File: config.mk
export PLATFORM = sky130hd
export DESIGN_NAME = traffic_ctrl
export DESIGN_NICKNAME = d
export VERILOG_FILES = /design/src/rtl/traffic_pkg.sv /design/src/rtl/traffic_ctrl_tick_timer.sv /design/src/rtl/traffic_ctrl.sv
export SDC_FILE = /design/constraint.sdc
export NUM_CORES = 1
export LEC_CHECK = 0
export ABC_CLOCK_PERIOD_IN_PS = 3100
export CAP_MARGIN = 10
export CORE_MARGIN = 2
export CORE_UTILIZATION = 49
export CTS_CLUSTER_SIZE = 10
export DETAILED_ROUTE_END_ITERATION = 8
export PLACE_DENSITY = 0.89
export SLEW_MARGIN = 25
export SYNTH_ARGS = -nofsm -noshare
export SYNTH_HDL_FRONTEND = slang
export SYNTH_SLANG_ARGS = --single-unit
File: constraint.sdc
create_clock -name clk -period 3.1 [get_ports clk]
set_input_delay 0.62 -clock clk [delete_from_list [all_inputs] [get_ports clk]]
set_output_delay 0.62 -clock clk [all_outputs]
set_load 0.03 [all_outputs]
File: src/rtl/traffic_pkg.sv
// Shared light encodings, FSM state set and per-state duration lookup
// for the two-group intersection controller.
package traffic_pkg;

  localparam logic [3:0] C_RED    = 4'b1000;
  localparam logic [3:0] C_YELLOW = 4'b0100;
  localparam logic [3:0] C_LEFT   = 4'b0010;
  localparam logic [3:0] C_GREEN  = 4'b0001;
  localparam logic [3:0] C_NONE   = 4'b0000;

  localparam logic [1:0] W_RED    = 2'b10;
  localparam logic [1:0] W_GREEN  = 2'b01;
  localparam logic [1:0] W_NONE   = 2'b00;

  typedef enum logic [3:0] {
    A_GREEN  = 4'd0,
    A_YEL1   = 4'd1,
    A_LEFT   = 4'd2,
    A_YEL2   = 4'd3,
    A_ALLRED = 4'd4,
    B_GREEN  = 4'd5,
    B_YEL1   = 4'd6,
    B_LEFT   = 4'd7,
    B_YEL2   = 4'd8,
    B_ALLRED = 4'd9,
    NIGHT    = 4'd10
  } state_e;

  // NIGHT has no timed length; it reuses the green length so the timer holds a sane value.
  function automatic int state_dur(input state_e s, input int t_green, input int t_yellow,
                                   input int t_left, input int t_allred);
    case (s)
      A_GREEN, B_GREEN:               state_dur = t_green;
      A_YEL1, A_YEL2, B_YEL1, B_YEL2: state_dur = t_yellow;
      A_LEFT, B_LEFT:                 state_dur = t_left;
      A_ALLRED, B_ALLRED:             state_dur = t_allred;
      default:                        state_dur = t_green;
    endcase
  endfunction

endpackage

File: src/rtl/traffic_ctrl_tick_timer.sv
// Loadable down-counter advanced by a tick enable; saturates at zero and flags it.
module tick_timer #(
  parameter int              CNT_W   = 8,
  parameter logic [CNT_W-1:0] RST_VAL = '0
) (
  input  logic             clk,
  input  logic             reset_n,
  input  logic             i_en,
  input  logic             i_load,
  input  logic [CNT_W-1:0] i_load_val,
  output logic [CNT_W-1:0] o_cnt,
  output logic             o_zero
);

  logic [CNT_W-1:0] r_cnt;

  always_ff @(posedge clk or negedge reset_n) begin
    if (!reset_n) begin
      r_cnt <= RST_VAL;
    end else if (i_load) begin
      r_cnt <= i_load_val;
    end else if (i_en && (r_cnt != '0)) begin
      r_cnt <= r_cnt - {{(CNT_W-1){1'b0}}, 1'b1};
    end
  end

  assign o_cnt  = r_cnt;
  assign o_zero = (r_cnt == '0);

endmodule

File: src/rtl/traffic_ctrl.sv
// Two-group intersection controller: timed car phases, all-red clearance,
// latched pedestrian calls served in the opposite group's green, night flashing.
module traffic_ctrl
  import traffic_pkg::*;
#(
  parameter int N_DIR    = 4,
  parameter int T_GREEN  = 20,
  parameter int T_YELLOW = 2,
  parameter int T_LEFT   = 10,
  parameter int T_ALLRED = 1,
  parameter int T_WALK   = 14,
  parameter int T_FLASH  = 6,
  parameter int CNT_W    = 8
) (
  input  logic               clk,
  input  logic               reset_n,
  input  logic               i_start,
  input  logic               i_tick,
  input  logic               i_night,
  input  logic [N_DIR-1:0]   i_ped_req,
  output logic [4*N_DIR-1:0] o_car,
  output logic [2*N_DIR-1:0] o_walker,
  output logic [3:0]         o_state,
  output logic [1:0]         o_ped_served
);

  localparam logic [N_DIR-1:0] MASK_A = {(N_DIR/2){2'b01}};

  state_e           r_state, w_next;
  logic [1:0]       r_ped_pend, w_pend_next;
  logic [1:0]       r_walk, w_walk_next;
  logic [1:0]       r_served, w_served_next;
  logic             r_night_tog, w_tog_next;
  logic             w_step, w_zero, w_load;
  logic [CNT_W-1:0] w_cnt, w_load_val, w_elapsed;
  logic [1:0]       w_req_grp;
  logic [3:0]       w_car_a, w_car_b;
  logic [1:0]       w_walk_a, w_walk_b;
  logic             w_on;

  assign w_step     = i_start & i_tick;
  assign w_req_grp  = {|(i_ped_req & ~MASK_A), |(i_ped_req & MASK_A)};
  assign w_load     = (w_next != r_state);
  assign w_load_val = CNT_W'(state_dur(w_next, T_GREEN, T_YELLOW, T_LEFT, T_ALLRED) - 1);
  assign w_elapsed  = CNT_W'(T_GREEN - 1) - w_cnt;

  tick_timer #(
    .CNT_W   (CNT_W),
    .RST_VAL (CNT_W'(T_GREEN - 1))
  ) u_timer (
    .clk        (clk),
    .reset_n    (reset_n),
    .i_en       (w_step && (r_state != NIGHT)),
    .i_load     (w_load),
    .i_load_val (w_load_val),
    .o_cnt      (w_cnt),
    .o_zero     (w_zero)
  );

  always_ff @(posedge clk or negedge reset_n) begin
    if (!reset_n) r_state <= A_GREEN;
    else          r_state <= w_next;
  end

  always_comb begin
    w_next = r_state;
    if (w_step) begin
      if (r_state == NIGHT) begin
        if (!i_night) w_next = A_GREEN;
      end else if (w_zero) begin
        case (r_state)
          A_GREEN:  w_next = A_YEL1;
          A_YEL1:   w_next = A_LEFT;
          A_LEFT:   w_next = A_YEL2;
          A_YEL2:   w_next = A_ALLRED;
          A_ALLRED: w_next = B_GREEN;
          B_GREEN:  w_next = B_YEL1;
          B_YEL1:   w_next = B_LEFT;
          B_LEFT:   w_next = B_YEL2;
          B_YEL2:   w_next = B_ALLRED;
          B_ALLRED: w_next = i_night ? NIGHT : A_GREEN;
          default:  w_next = A_GREEN;
        endcase
      end
    end
  end

  // Entering a group's green serves the other group's walkers; the clear beats a same-cycle request.
  always_comb begin
    w_pend_next   = r_ped_pend;
    w_walk_next   = r_walk;
    w_served_next = '0;
    w_tog_next    = r_night_tog;
    if (i_start) w_pend_next = r_ped_pend | w_req_grp;
    if ((w_next == B_GREEN) && (r_state != B_GREEN)) begin
      w_served_next[0] = w_pend_next[0];
      w_walk_next[0]   = w_pend_next[0];
      w_pend_next[0]   = 1'b0;
    end
    if ((w_next == A_GREEN) && (r_state != A_GREEN)) begin
      w_served_next[1] = w_pend_next[1];
      w_walk_next[1]   = w_pend_next[1];
      w_pend_next[1]   = 1'b0;
    end
    if ((r_state == NIGHT) && w_step) w_tog_next = ~r_night_tog;
    if ((w_next == NIGHT) && (r_state != NIGHT)) w_tog_next = 1'b0;
  end

  always_ff @(posedge clk or negedge reset_n) begin
    if (!reset_n) begin
      r_ped_pend  <= '0;
      r_walk      <= '0;
      r_served    <= '0;
      r_night_tog <= 1'b0;
    end else begin
      r_ped_pend  <= w_pend_next;
      r_walk      <= w_walk_next;
      r_served    <= w_served_next;
      r_night_tog <= w_tog_next;
    end
  end

  function automatic logic [1:0] walk_color(input logic armed, input logic in_green,
                                            input logic [CNT_W-1:0] el);
    if (!armed || !in_green)            walk_color = W_RED;
    else if (el < CNT_W'(T_WALK))       walk_color = W_GREEN;
    else if (el < CNT_W'(T_WALK + T_FLASH)) walk_color = el[0] ? W_NONE : W_GREEN;
    else                                walk_color = W_RED;
  endfunction

  always_comb begin
    w_car_a  = C_RED;
    w_car_b  = C_RED;
    w_walk_a = walk_color(r_walk[0], r_state == B_GREEN, w_elapsed);
    w_walk_b = walk_color(r_walk[1], r_state == A_GREEN, w_elapsed);
    case (r_state)
      A_GREEN:        w_car_a = C_GREEN;
      A_YEL1, A_YEL2: w_car_a = C_YELLOW;
      A_LEFT:         w_car_a = C_LEFT;
      B_GREEN:        w_car_b = C_GREEN;
      B_YEL1, B_YEL2: w_car_b = C_YELLOW;
      B_LEFT:         w_car_b = C_LEFT;
      NIGHT: begin
        w_car_a  = r_night_tog ? C_NONE : C_YELLOW;
        w_car_b  = r_night_tog ? C_NONE : C_YELLOW;
        w_walk_a = W_NONE;
        w_walk_b = W_NONE;
      end
      default: ;
    endcase
  end

  assign w_on         = i_start & reset_n;
  assign o_car        = w_on ? {(N_DIR/2){w_car_b, w_car_a}} : '0;
  assign o_walker     = w_on ? {(N_DIR/2){w_walk_b, w_walk_a}} : '0;
  assign o_state      = r_state;
  assign o_ped_served = r_served;

endmodule
== After elaboration in Yosys (flattened, before gate mapping) ==
Memory sizes are Yosys's and may differ from the RTL's.
Index checks and enable logic that the tools add are counted.

* Order comparisons: 2
* Reduce and logical (&&, ||, !) cells: 23
* Multiplexer cells: 27
* $add $sub $neg: 3
* Equal/unequal tests: 15
* Bitwise logic cells: 4

{| class="wikitable"
|+ Operators with widths
! cell !! count
|-
| case mux 4 bit (10 select lines) || 1
|-
| case mux 4 bit (4 select lines) || 2
|-
| two-way mux 8 bit || 3
|-
| == test 4 x 3 -> 1 bit (second input constant) || 5
|-
| two-way mux 4 bit || 5
|-
| == test 4 bit (second input constant) || 4
|-
| two-way mux 16 bit || 1
|-
| two-way mux 2 bit || 7
|-
| == test 4 x 2 -> 1 bit (second input constant) || 2
|-
| logical NOT 4 bit || 2
|-
| logical NOT 8 bit || 1
|-
| less-than comparator 8 x 4 -> 1 bit (second input constant) || 1
|-
| less-than comparator 8 x 5 -> 1 bit (second input constant) || 1
|-
| nonzero test 8 bit || 1
|-
| OR reduction 2 bit || 4
|-
| subtractor 5 x 8 -> 8 bit (first input constant) || 1
|-
| subtractor 8 x 1 -> 8 bit (second input constant) || 1
|-
| subtractor 8 x 2 -> 8 bit (second input constant) || 1
|-
| two-way mux 1 bit || 7
|-
| logical AND 1 bit || 6
|-
| == test 4 x 1 -> 1 bit (second input constant) || 1
|-
| logical NOT 1 bit || 4
|-
| != test 4 x 3 -> 1 bit (second input constant) || 1
|-
| != test 4 bit || 1
|-
| 8 further kinds || 11
|}

* Flip-flop bits (word level): 19
* Output and inout bits: 30
* Memories: 1
* Logic and storage cells: 82
* ROM bits: 80

{| class="wikitable"
|+ Memory list
! memory !! words !! bits a word !! read ports !! clocked after memory_dff !! write ports !! RTL line !! source
|-
| (name not given) || 16 || 5 || 1 || 0 || 0 || traffic_pkg.sv:32 || <nowiki>case (s)</nowiki>
|}

== Depth between registers and ports, before layout ==
* Word-level depth: 8
* Mapped depth: 13
* Depth with buffers taken out: 13

== Cells and area by module ==
From an unflattened synthesis, not the netlist that was laid out.

* Cells, all modules: 222
* Area, all modules: 1735.4 µm²

{| class="wikitable"
|+ By module, submodules not included
! module !! instances !! cells an instance !! area each (µm²)
|-
| traffic_ctrl || 1 || 164 || 1203.7
|-
| tick_timer || 1 || 58 || 531.8
|}

== Worst setup path after synthesis ==
OpenSTA, ideal clock, no wires.

* Path type: register to output
* Start point: reg r_state[2] (netlist: o_state[2])
* End point: out o_car[9]
* Data arrival time: 2231 ps
* Path buffers: 2
* Slack: 249 ps
* Stages on the path, launching flop included: 5
* Path through: dfrtp_1 clkbuf_1 nand2b_1 nor4_1 buf_4

* Word-level cells in the longest chain between the ends: 4

{| class="wikitable"
|+ Ends and longest elaborated chain
! element !! RTL line !! source
|-
| start, declared || traffic_ctrl.sv:29 || <nowiki>state_e r_state, w_next;</nowiki>
|-
| start signal, assigned || traffic_ctrl.sv:62 || <nowiki>else r_state <= w_next;</nowiki>
|-
| == test 4 x 2 -> 1 bit or == test 4 x 1 -> 1 bit (tied branches) || traffic_ctrl.sv:136 || <nowiki>case (r_state)</nowiki>
|-
| OR reduction 2 bit || traffic_ctrl.sv:136 ||
|-
| case mux 4 bit (4 select lines) (*) || traffic_ctrl.sv:136 ||
|-
| two-way mux 16 bit (*) || traffic_ctrl.sv:154 || <nowiki>assign o_car = w_on ? {(N_DIR/2){w_car_b, w_car_a}} : '0;</nowiki>
|-
| end, declared || traffic_ctrl.sv:21 || <nowiki>output logic [4*N_DIR-1:0] o_car,</nowiki>
|}

Mark *: on every way between the ends. The rest lies on a longest branch, timed or not.

== Worst setup path in the final report ==
* Start point: reg u_timer.r_cnt[0] (netlist: u_timer.o_cnt[0])
* End point: reg u_timer.r_cnt[6] (netlist: u_timer.o_cnt[6])

* Word-level cells in the longest chain between the ends: 7

{| class="wikitable"
|+ Ends and longest elaborated chain
! element !! RTL line !! source
|-
| start, declared || traffic_ctrl_tick_timer.sv:15 || <nowiki>logic [CNT_W-1:0] r_cnt;</nowiki>
|-
| start signal, assigned || traffic_ctrl_tick_timer.sv:21 || <nowiki>r_cnt <= i_load_val;</nowiki>
|-
| start signal, assigned || traffic_ctrl_tick_timer.sv:23 || <nowiki>r_cnt <= r_cnt - {{(CNT_W-1){1'b0}}, 1'b1};</nowiki>
|-
| logical NOT 8 bit || traffic_ctrl_tick_timer.sv:28 || <nowiki>assign o_zero = (r_cnt == '0);</nowiki>
|-
| two-way mux 4 bit || traffic_ctrl.sv:70 || <nowiki>end else if (w_zero) begin</nowiki>
|-
| two-way mux 4 bit || traffic_ctrl.sv:68 || <nowiki>if (r_state == NIGHT) begin</nowiki>
|-
| two-way mux 4 bit || traffic_ctrl.sv:67 || <nowiki>if (w_step) begin</nowiki>
|-
| memory read (16 x 5 bit) || - ||
|-
| subtractor 8 x 2 -> 8 bit || traffic_ctrl.sv:44 || <nowiki>assign w_load_val = CNT_W'(state_dur(w_next, T_GREEN, T_YELLOW, T_LEFT, T_ALLRED) - 1);</nowiki>
|-
| two-way mux 8 bit || traffic_ctrl_tick_timer.sv:20 || <nowiki>end else if (i_load) begin</nowiki>
|}

Several ways; a longest one is shown, not always the timed one. The select of a mux whose other input is x is not followed.
A chain may end at the register's enable or synchronous reset.

==> flow_summary_export.csv <==
group,metric,value,unit
status,status,"complete, no violations",
setup_path,endpoint_kind,"flop",
layout,fillers,256,
detailed_routing,vias_per_cell,6.22,
clock_network,cts_tree,"built",
layout,final_common_cell,"buf_4",
setup_path,critPathLaunchType,"flop",
layout,stdcell_area,0.00192,mm2
synthesis,syn-num-nets,195,
clock_network,htreeDepth,1,
power,power_density,815,mW/mm2
global_routing,grt_pass1_wl,6420,um
min_path,min_path_type,"flop to flop",
synthesis,synthTopCellsByArea,"dfrtp_1, buf_4, dfstp_2",
synthesis,ys_ff_latch,19,
global_routing,grt_max_degree,20,
detailed_routing,met2_length,1940,um
detailed_routing,wl_per_cell,15.7,um
floorplanning,start_util,0.510,
synthesis,synthDistinctLibCells,60,
synthesis,netlist.area_leader.share,0.261,
detailed_routing,vias,1592,
placed_design,portBuffers,38,
power,leakage,0.811,nW
power,finalPower,1.56,mW
timing,finalSetupViolations,0,
synthesis,synthArstFlopShare,1.00,
floorplanning,die_y,59.9,um
setup_path,path_class,"flop to flop",
placed_design,dpl.hpwl,3070,um
floorplanning,io_pins,39,
floorplanning,die_x,59.9,um
detailed_routing,drt_wl_total,4030,um
setup_path,critPathArrivalTime,3.04,ns
clock_network,ctsHoldBuffers,0,
power,ir_drop,0.365,mV
placed_design,gp_congestion,0.873,
clock_network,cts.path.max_buffers,2,
synthesis,synth.cell_area,0.00153,mm2
synthesis,synthFlopType,"dfrtp_1",
layout,final_cells,256,
timing,rsz0062_at_grt,"false",
synthesis,ys_seq_area_frac,0.313,
layout,area_growth,25.1,%
power,p_int,0.819,mW
layout,final_nets,236,
synthesis,synth_edf_count,0,
placed_design,post_dp_cell_area,0.00189,mm2
power,p_sw,0.743,mW
setup_path,crit_fanout,4,
detailed_routing,drc,0,
detailed_routing,wl_met3,376,um
clock_network,clk_pin_slew,0.12,ns
synthesis,syn_inst,183,
layout,final_cell_mix,"buf_4, nor2_1, nand2_1, dfrtp_1, clkdlybuf4s50_1",
global_routing,track_usage,0.240,
timing,tightest_slew,0.633,ns
detailed_routing,drt_first_pass_iters,5,
clock_network,cts_repair_resize_count,0,
timing,slew_violations,0,
detailed_routing,top_layer,"met4",
timing,skew,0.000941,ns
detailed_routing,ant_nets,0,
layout,drive_gt1_frac,0.305,
placed_design,dp.cells,252,
timing,period_needed,2.84,ns
floorplanning,rows,20,
floorplanning,core,0.00300,mm2
global_routing,grt_overflow,0,
clock_network,cts_setup_buffers,0,
setup_path,worstPathRequired,3.30,ns
global_routing,grt_pass1_vias,1387,
timing,fin_crit_sh,0.916,
detailed_routing,routedLengthMet1,1600,um
timing,final_hold_viol_count,0,
timing,fmax,0.352,GHz
clock_network,clock-sinks,19,
clock_network,numCtsBuffers,3,
power,combinationalPowerShare,0.604,
clock_network,clk_latency,0.32,ns
power,p_sw_frac,0.476,
synthesis,yosysWarningCount,0,
clock_network,cts-root-buf,"clkbuf_4",
power,pwr-share-seq,0.307,
synthesis,synth_top_area_cell,"dfrtp_1",
floorplanning,dieArea,0.00359,mm2
layout,antenna_cells,0,
global_routing,antenna_found_initial,0,
timing,slew_headroom,0.572,
detailed_routing,drt_iter0_markers,111,
synthesis,avgSynthCellArea,8.38,um2
power,clockPowerShare,0.089,
run,max-cap-violations,0,
-- worst max-delay path: stages (launching register included) --
cell      delay, ns
dfstp_2        0.39
inv_1          0.13
ha_1           0.19
or3b_4         0.41
nor3_4         0.21
mux2i_1        0.28
buf_4          0.17
nand2_1        0.06
nor2_1         0.12
a21oi_1        0.08
ha_1           0.20
and3_1         0.15
a31oi_1        0.20
o221ai_1       0.13
-- cells by family after synthesis --
group | share of synthesized area
adder cells (fa/ha/maj) | 0.0245
XOR/XNOR | 0.0400
multiplexers | 0.00653
AO/OA/AOI/OAI | 0.193
AND/OR/NAND/NOR | 0.314
buffers and inverters | 0.109
flip-flops | 0.313
-- registers in the layout, summed over array words and instances (netlist names) --
register       flops
o_state            4
r_walk             2
r_ped_pend         2
u_timer.o_cnt      8
r_night_tog        1
o_ped_served       2
-- metrics by stage --
stage	TNS, ns	setup WS (ns)	hold slack [ns]	utilization
6_report	0	0.262	0.554	0.639
5_1_grt	0	0.0153	0.571	0.639
4_1_cts	0	0.268	0.543	0.639
3_5_place_dp	-0.0203	-0.0203	0.512	0.630
3_3_place_gp	0	0.0477	0.491	0.630
2_1_floorplan	0	0.249	0.324	-
-- layout make-up --
| type | instances | area (um2) | share of cell area |
|---|---|---|---|
| multi-input cells | 137 | 886 | 0.462 |
| flip-flops and latches | 19 | 479 | 0.250 |
| repair buffers | 56 | 455 | 0.237 |
| well taps | 33 | 41.3 | 0.0215 |
| inverters | 7 | 28.8 | 0.0150 |
| clock buffers | 3 | 22.5 | 0.0117 |
| clock inverters | 1 | 5.00 | 0.00261 |
-- final timing paths --
path	startpoint	endpoint	slack (ns)	cells past startpoint
setup / recovery	u_timer.o_cnt[0]	u_timer.o_cnt[6]	0.26	13
max in group asynchronous	reset_n	u_timer.o_cnt[0]	2.08	2
setup reg to reg	u_timer.o_cnt[0]	u_timer.o_cnt[6]	0.26	13
min in group asynchronous	reset_n	o_state[3]	0.75	2
hold / removal	r_ped_pend[1]	r_walk[1]	0.55	2
hold reg to reg	r_ped_pend[1]	r_walk[1]	0.55	2
-- cells in the mapped netlist, types with 2 or more instances --
cell      instances
dfstp_2           3
clkbuf_1          4
nand2_1          16
nand2b_1          4
and3_1            2
a31oi_1           3
o21ai_0           6
nor3b_1           2
nor4_1            6
ha_1              3
o21a_1            3
dfrtp_1          16
inv_1             4
nand4_1           2
nor2_1           19
o21ai_1           5
xnor2_1           5
xor2_1            2
or3_1             2
nor3_1            9
a21oi_1           7
o221ai_1          3
nor2b_1           3
nand3_1           6
clkbuf_4          2
buf_4            12
-- metal layers --
| metal | track usage | up-vias |
|---|---|---|
| met5 | 0 | - |
| met4 | 0.130 | 0 |
| met3 | 0.0238 | 8 |
| met2 | 0.388 | 92 |
| met1 | 0.311 | 757 |
| li1 | - | 735 |
-- power groups by stage --
stage	sequential, mW	combinational [mW]	clock [mW]
2_1_floorplan	0.489	0.624	0
3_3_place_gp	0.477	0.910	0
3_5_place_dp	0.482	0.931	0
4_1_cts	0.477	0.938	0.139
5_1_grt	0.496	1.04	0.145
6_report	0.479	0.944	0.139
Note: power is estimated with default switching activity, not from simulation.
==> edit 1: new RTL, config.mk and constraints unchanged <==
Make the reset (`reset_n`) synchronous in 3 clocked blocks.
--- a/src/rtl/traffic_ctrl_tick_timer.sv
+++ b/src/rtl/traffic_ctrl_tick_timer.sv
@@ -14,7 +14,7 @@
 
   logic [CNT_W-1:0] r_cnt;
 
-  always_ff @(posedge clk or negedge reset_n) begin
+  always_ff @(posedge clk) begin
     if (!reset_n) begin
       r_cnt <= RST_VAL;
     end else if (i_load) begin
--- a/src/rtl/traffic_ctrl.sv
+++ b/src/rtl/traffic_ctrl.sv
@@ -57,7 +57,7 @@
     .o_zero     (w_zero)
   );
 
-  always_ff @(posedge clk or negedge reset_n) begin
+  always_ff @(posedge clk) begin
     if (!reset_n) r_state <= A_GREEN;
     else          r_state <= w_next;
   end
@@ -106,7 +106,7 @@
     if ((w_next == NIGHT) && (r_state != NIGHT)) w_tog_next = 1'b0;
   end
 
-  always_ff @(posedge clk or negedge reset_n) begin
+  always_ff @(posedge clk) begin
     if (!reset_n) begin
       r_ped_pend  <= '0;
       r_walk      <= '0;
Check against the original RTL: same outputs for any inputs over 10 cycles, from zero or initial values and one cycle with reset_n low; that may be too few to reach the edited logic, so the function may still have changed.
==> edit 1 against the original RTL <==
  * Design area fell by 1.1%
  * Wire length fell by 5.1%
  * Final cell count rose by 6.6%
  * Critical path type unchanged
  * Highest routed layer unchanged
  * Maximum frequency fell by 5.9%
  * Sequential cell count did not move
  * Setup slack got worse by 0.18 ns
  * First-iteration DRC count fell by 42%
  * Area after synthesis fell by 6.0%
  * Largest cell class unchanged
Power is not compared: it rests on default switching activity, and its combinational part moved more than twofold at a synthesized area within 25%.
==> edit 1: results (changes against the original RTL) <==
metric,value,unit,change
vias per inst,5.725,,-7.9%
Syn Nets,210,,+7.7%
YS warnings,0,,unchanged
Max VDD drop,0.0002078,V,
startpoint of the worst hold path,r_walk[0],,
IO buf count,38,,unchanged
1st-iter DRT viols,64,,-42%
share of cells above drive strength 1,0.2851,,-0.01981
Final Wtd Congestion,0.9317,,+6.7%
Max clock buf depth,2,,unchanged
asr flop ratio synth,0,,-1.000
placed instance area,0.001846,mm2,-2.4%
status,"complete, no violations",,
GRT Resource Usage Total,0.2376,,-0.001982
antenna cell count,0,,unchanged
max reg flops,8,,unchanged
Worst-path clk slew,0.13,ns,
arrival time worst endpoint,3.23,ns,+0.19 ns
Clock Skew,0.002157,ns,+0.001216 ns
part of the Yosys area used for sequential elements,0.2641,,-0.04853
Post-synth top cells,"28 x nor2_1, 19 x dfxtp_1, 16 x nand2_1",,
final wirelength,3827,um,-5.1%
syn avg cell area,7.273,um2,-13%
Worst Path Max Fanout,4,,unchanged
H-tree lvl count,1,,unchanged
post-DP HPWL,2817,um,-8.4%
first-pass GRT wire length,6285,um,-2.1%
pin count of the biggest net entering global routing,18,,-10%
Cell variety after synth,46,,-23%
"top cells by area, synth","dfxtp_1 26%, nor2_1 7.3%, buf_4 6.3%, o21ai_0 4.9%, nand2_1 4.2%",,
Worst Setup SP,u_timer.o_cnt[1],,
dpl cells,269,,+6.7%
clk_lat worst skew,0.31,ns,
CTS Buf Count,3,,unchanged
initial antenna violation count,0,,unchanged
via count,1563,,-1.8%
First-pass DRT Iterations,4,,-1
Tightest Pin Transition,0.6594,ns,+0.02610 ns
vias in the first global route,1457,,+5.0%
leakage,0.0008201,uW,
Post-CTS Setup Bufs,0,,unchanged
Worst Setup Slack post-DPL,-0.3417,ns,-0.3214 ns
Nets,255,,+8.1%
-- edit 1: area by class of cell --
cell class                      instances  area (um2)
Tap cell                               31       38.79
Fill cell                             247       884.6
Inverter                                9       33.78
Clock inverter                          1       5.005
Multi-Input combinational cell        149       922.1
Clock buffer                            3       22.52
Sequential cell                        19       381.6
Timing Repair Buffer                   61       493.0
-- edit 1: critical path, cell delays in order, from the launching register on --
cell	delay [ns]
dfxtp_2	0.36
inv_1	0.09
ha_1	0.14
or4b_4	0.49
or2_4	0.26
o221a_2	0.27
buf_4	0.15
nor2_2	0.11
mux2i_1	0.10
or2_2	0.29
ha_1	0.24
a21boi_0	0.16
o31a_1	0.25
-- edit 1: cell families after synthesis --
| kind of cell | synth area share |
|---|---|
| flops | 0.2641 |
| fa+ha+maj | 0.03302 |
| mux | 0.02432 |
| compound gates | 0.2250 |
| simple gates | 0.3180 |
| xor+xnor | 0.02433 |
| buf+inv | 0.1112 |
-- edit 1: per-layer routing --
metal	global-route usage	vias to the layer above	wire length (um)
met4	0.05980	0	48
li1	-	771	-
met3	0.04241	7	221
met2	0.4221	50	1895
met5	0	-	0
met1	0.2957	735	1661
-- edit 1: power breakdown --
group          switching, uW  internal (uW)  leakage, uW  total [uW]
Combinational           77.1           70.4     0.000648         148
Sequential              8.55            252     0.000154         260
Clock                   91.7           48.1    0.0000177         140
-- edit 1: final timing paths --
path	endpoint	slack, ns	depth (start not counted)
setup / recovery	u_timer.o_cnt[2]	0.08	12
hold / removal	r_walk[0]	0.47	2
setup reg to reg	u_timer.o_cnt[2]	0.08	12
hold reg to reg	r_walk[0]	0.47	2
-- edit 1: timing repair --
item                                    CTS  global route
hold buffers                              0             0
pin swaps                                 0             0
gates cloned                              0             0
resized for setup                         1             6
hold endpoints to repair                  0             0
endpoints found under the setup margin    1             2
==> edit 2: new RTL, same flow settings <==
Without the edit above. `CNT_W` is set to 8 in 2 places; all go to 12.
--- a/src/rtl/traffic_ctrl_tick_timer.sv
+++ b/src/rtl/traffic_ctrl_tick_timer.sv
@@ -1,6 +1,6 @@
 // Loadable down-counter advanced by a tick enable; saturates at zero and flags it.
 module tick_timer #(
-  parameter int              CNT_W   = 8,
+  parameter int              CNT_W   = 12,
   parameter logic [CNT_W-1:0] RST_VAL = '0
 ) (
   input  logic             clk,
--- a/src/rtl/traffic_ctrl.sv
+++ b/src/rtl/traffic_ctrl.sv
@@ -10,7 +10,7 @@
   parameter int T_ALLRED = 1,
   parameter int T_WALK   = 14,
   parameter int T_FLASH  = 6,
-  parameter int CNT_W    = 8
+  parameter int CNT_W    = 12
 ) (
   input  logic               clk,
   input  logic               reset_n,
Behaviour: no difference found for any inputs over 10 cycles, from zero or initial values and one cycle with reset_n low; that may be too few to reach the edited logic, so the function may still have changed.
==> edit 2 against the original RTL <==
  * Sequential power up 7.3%
  * Synthesized cell count increased by 20%
  * Sequential cell count is 4 higher
  * Via count is 15% higher
  * Wire length rose by 21%
  * Non-clock buffer count increased by 7
  * Area after synthesis grew 21%
  * Setup slack lost 0.15 ns
  * Maximum frequency fell by 5.1%
  * Combinational power decreased by 40%
  * Design area up 22%
  * Total power is 18% lower
  * Final cell count up 22%
  * Critical endpoint is now u_timer.o_cnt[4]
  * Largest cell class unchanged
  * Highest routed layer unchanged
==> edit 2: results (changes against the original RTL) <==
metric,value,unit,change
first-pass GRT wire length,8024,um,+25%
Max VDD drop,0.0004382,V,+20%
Worst Setup Slack post-DPL,-0.1501,ns,-0.1297 ns
post-DP HPWL,3707,um,+21%
"top cells by area, synth","dfrtp_1 27%, buf_4 4.9%, nand2_1 4.5%, dfstp_2 4.3%, xnor2_1 4.3%",,
initial antenna violation count,0,,unchanged
Final Wtd Congestion,0.8692,,-0.44%
Tightest Pin Transition,0.5639,ns,-0.06940 ns
leakage,0.0009941,uW,+23%
worst hold path type,reg2reg,,
met2 global-route usage,0.3954,,+0.007209
Nets,279,,+18%
First-pass DRT Iterations,4,,-1
GRT Resource Usage Total,0.2463,,+0.006770
crit-path max cell delay,0.58,ns,+0.17 ns
Root Buffer,clkbuf_8,,
met1 Use GR,0.3403,,+0.02890
vias per inst,5.843,,-6.0%
Post-synth top cells,"22 x nand2_1, 20 x dfrtp_1, 20 x nor2_1",,
clk_lat worst skew,0.28,ns,-0.04 ns
Syn Nets,233,,+19%
crit path max-delay cell type,dfstp_2,,
Cell variety after synth,56,,-6.7%
status,"complete, no violations",,
vias in the first global route,1691,,+22%
Worst-path clk slew,0.09,ns,-0.03 ns
pin count of the biggest net entering global routing,22,,+10%
Layout fillers,328,,+28%
share of cells above drive strength 1,0.2868,,-0.01814
final wirelength,4889,um,+21%
GRT met3 Usage,0.04281,,+0.01900
1st-iter DRT viols,177,,+59%
Worst Path Max Fanout,7,,+3
max reg flops,12,,+4
Clock Skew,0.008482,ns,+0.007541 ns
part of the Yosys area used for sequential elements,0.3130,,+0.0003963
==> edit 2: cell type report <==
type                            count  area [um2]  area share
Sequential cell                    23       579.3      0.2475
Timing Repair Buffer               63       508.0      0.2170
Inverter                            7       26.28     0.01122
Tap cell                           48       60.06     0.02565
Clock buffer                        3       41.29     0.01764
Multi-Input combinational cell    168        1119      0.4778
Clock inverter                      1       7.507    0.003207
==> edit 2: per-layer routing <==
| layer | up-vias | part of all wire |
|---|---|---|
| met5 | - | 0 |
| met4 | 0 | 0.018 |
| met3 | 8 | 0.051 |
| met2 | 60 | 0.49 |
| met1 | 885 | 0.44 |
| li1 | 876 | - |
==> edit 2: critical path, delay by kind of cell (launching register included) <==
family	cells	cell delay (ns)
buffers and inverters	3	0.20
AND/OR/NAND/NOR	4	0.71
flip-flops	1	0.58
AO/OA/AOI/OAI	3	0.69
adder cells (fa/ha/maj)	3	0.72
==> edit 2: power breakdown <==
group | switching, uW | internal (uW)
combinational | 302 | 265
clock | 104 | 91.2
sequential | 118 | 396
total | 525 | 752
==> edit 2: logic make-up (layout without fill, tap and decap cells) <==
kind of cell    count (synthesis)  count (layout)  share of synthesized area
mux                             3               3                    0.01623
buf+inv                        29              74                    0.08722
fa+ha+maj                       4               4                    0.02705
simple gates                   98              98                     0.3002
flops                          23              23                     0.3131
compound gates                 51              51                     0.1995
xor+xnor                       12              12                    0.05680
==> edit 2: final timing paths <==
path	startpoint	endpoint	slack (ns)	cells after the start
worst max-delay path	u_timer.o_cnt[0]	u_timer.o_cnt[4]	0.11	13
max in group asynchronous	reset_n	u_timer.o_cnt[4]	2.12	2
worst min-delay path	r_ped_pend[1]	r_ped_pend[1]	0.51	2
min in group asynchronous	reset_n	o_state[3]	0.71	2
worst min register to register	r_ped_pend[1]	r_ped_pend[1]	0.51	2
worst max register to register	u_timer.o_cnt[0]	u_timer.o_cnt[4]	0.11	13
==> edit 2: timing repair <==
| item | 4_1_cts | 5_1_grt |
|---|---|---|
| resized for setup | 0 | 3 |
| setup endpoints to repair | 0 | 6 |
| hold buffers | 0 | 0 |
==> edit 2: through the flow <==
stage,setup TNS (ns),instance area (um2),total power (uW),utilization,cells
3_3_place_gp,0,2283,1042,0.6284,309
3_5_place_dp,-0.2317,2283,1065,0.6284,309
4_1_cts,0,2332,1266,0.6419,313
5_1_grt,0,2341,1357,0.6443,313
6_report,0,2341,1277,0.6443,313
2_1_floorplan,0,1851,865.1,-,220
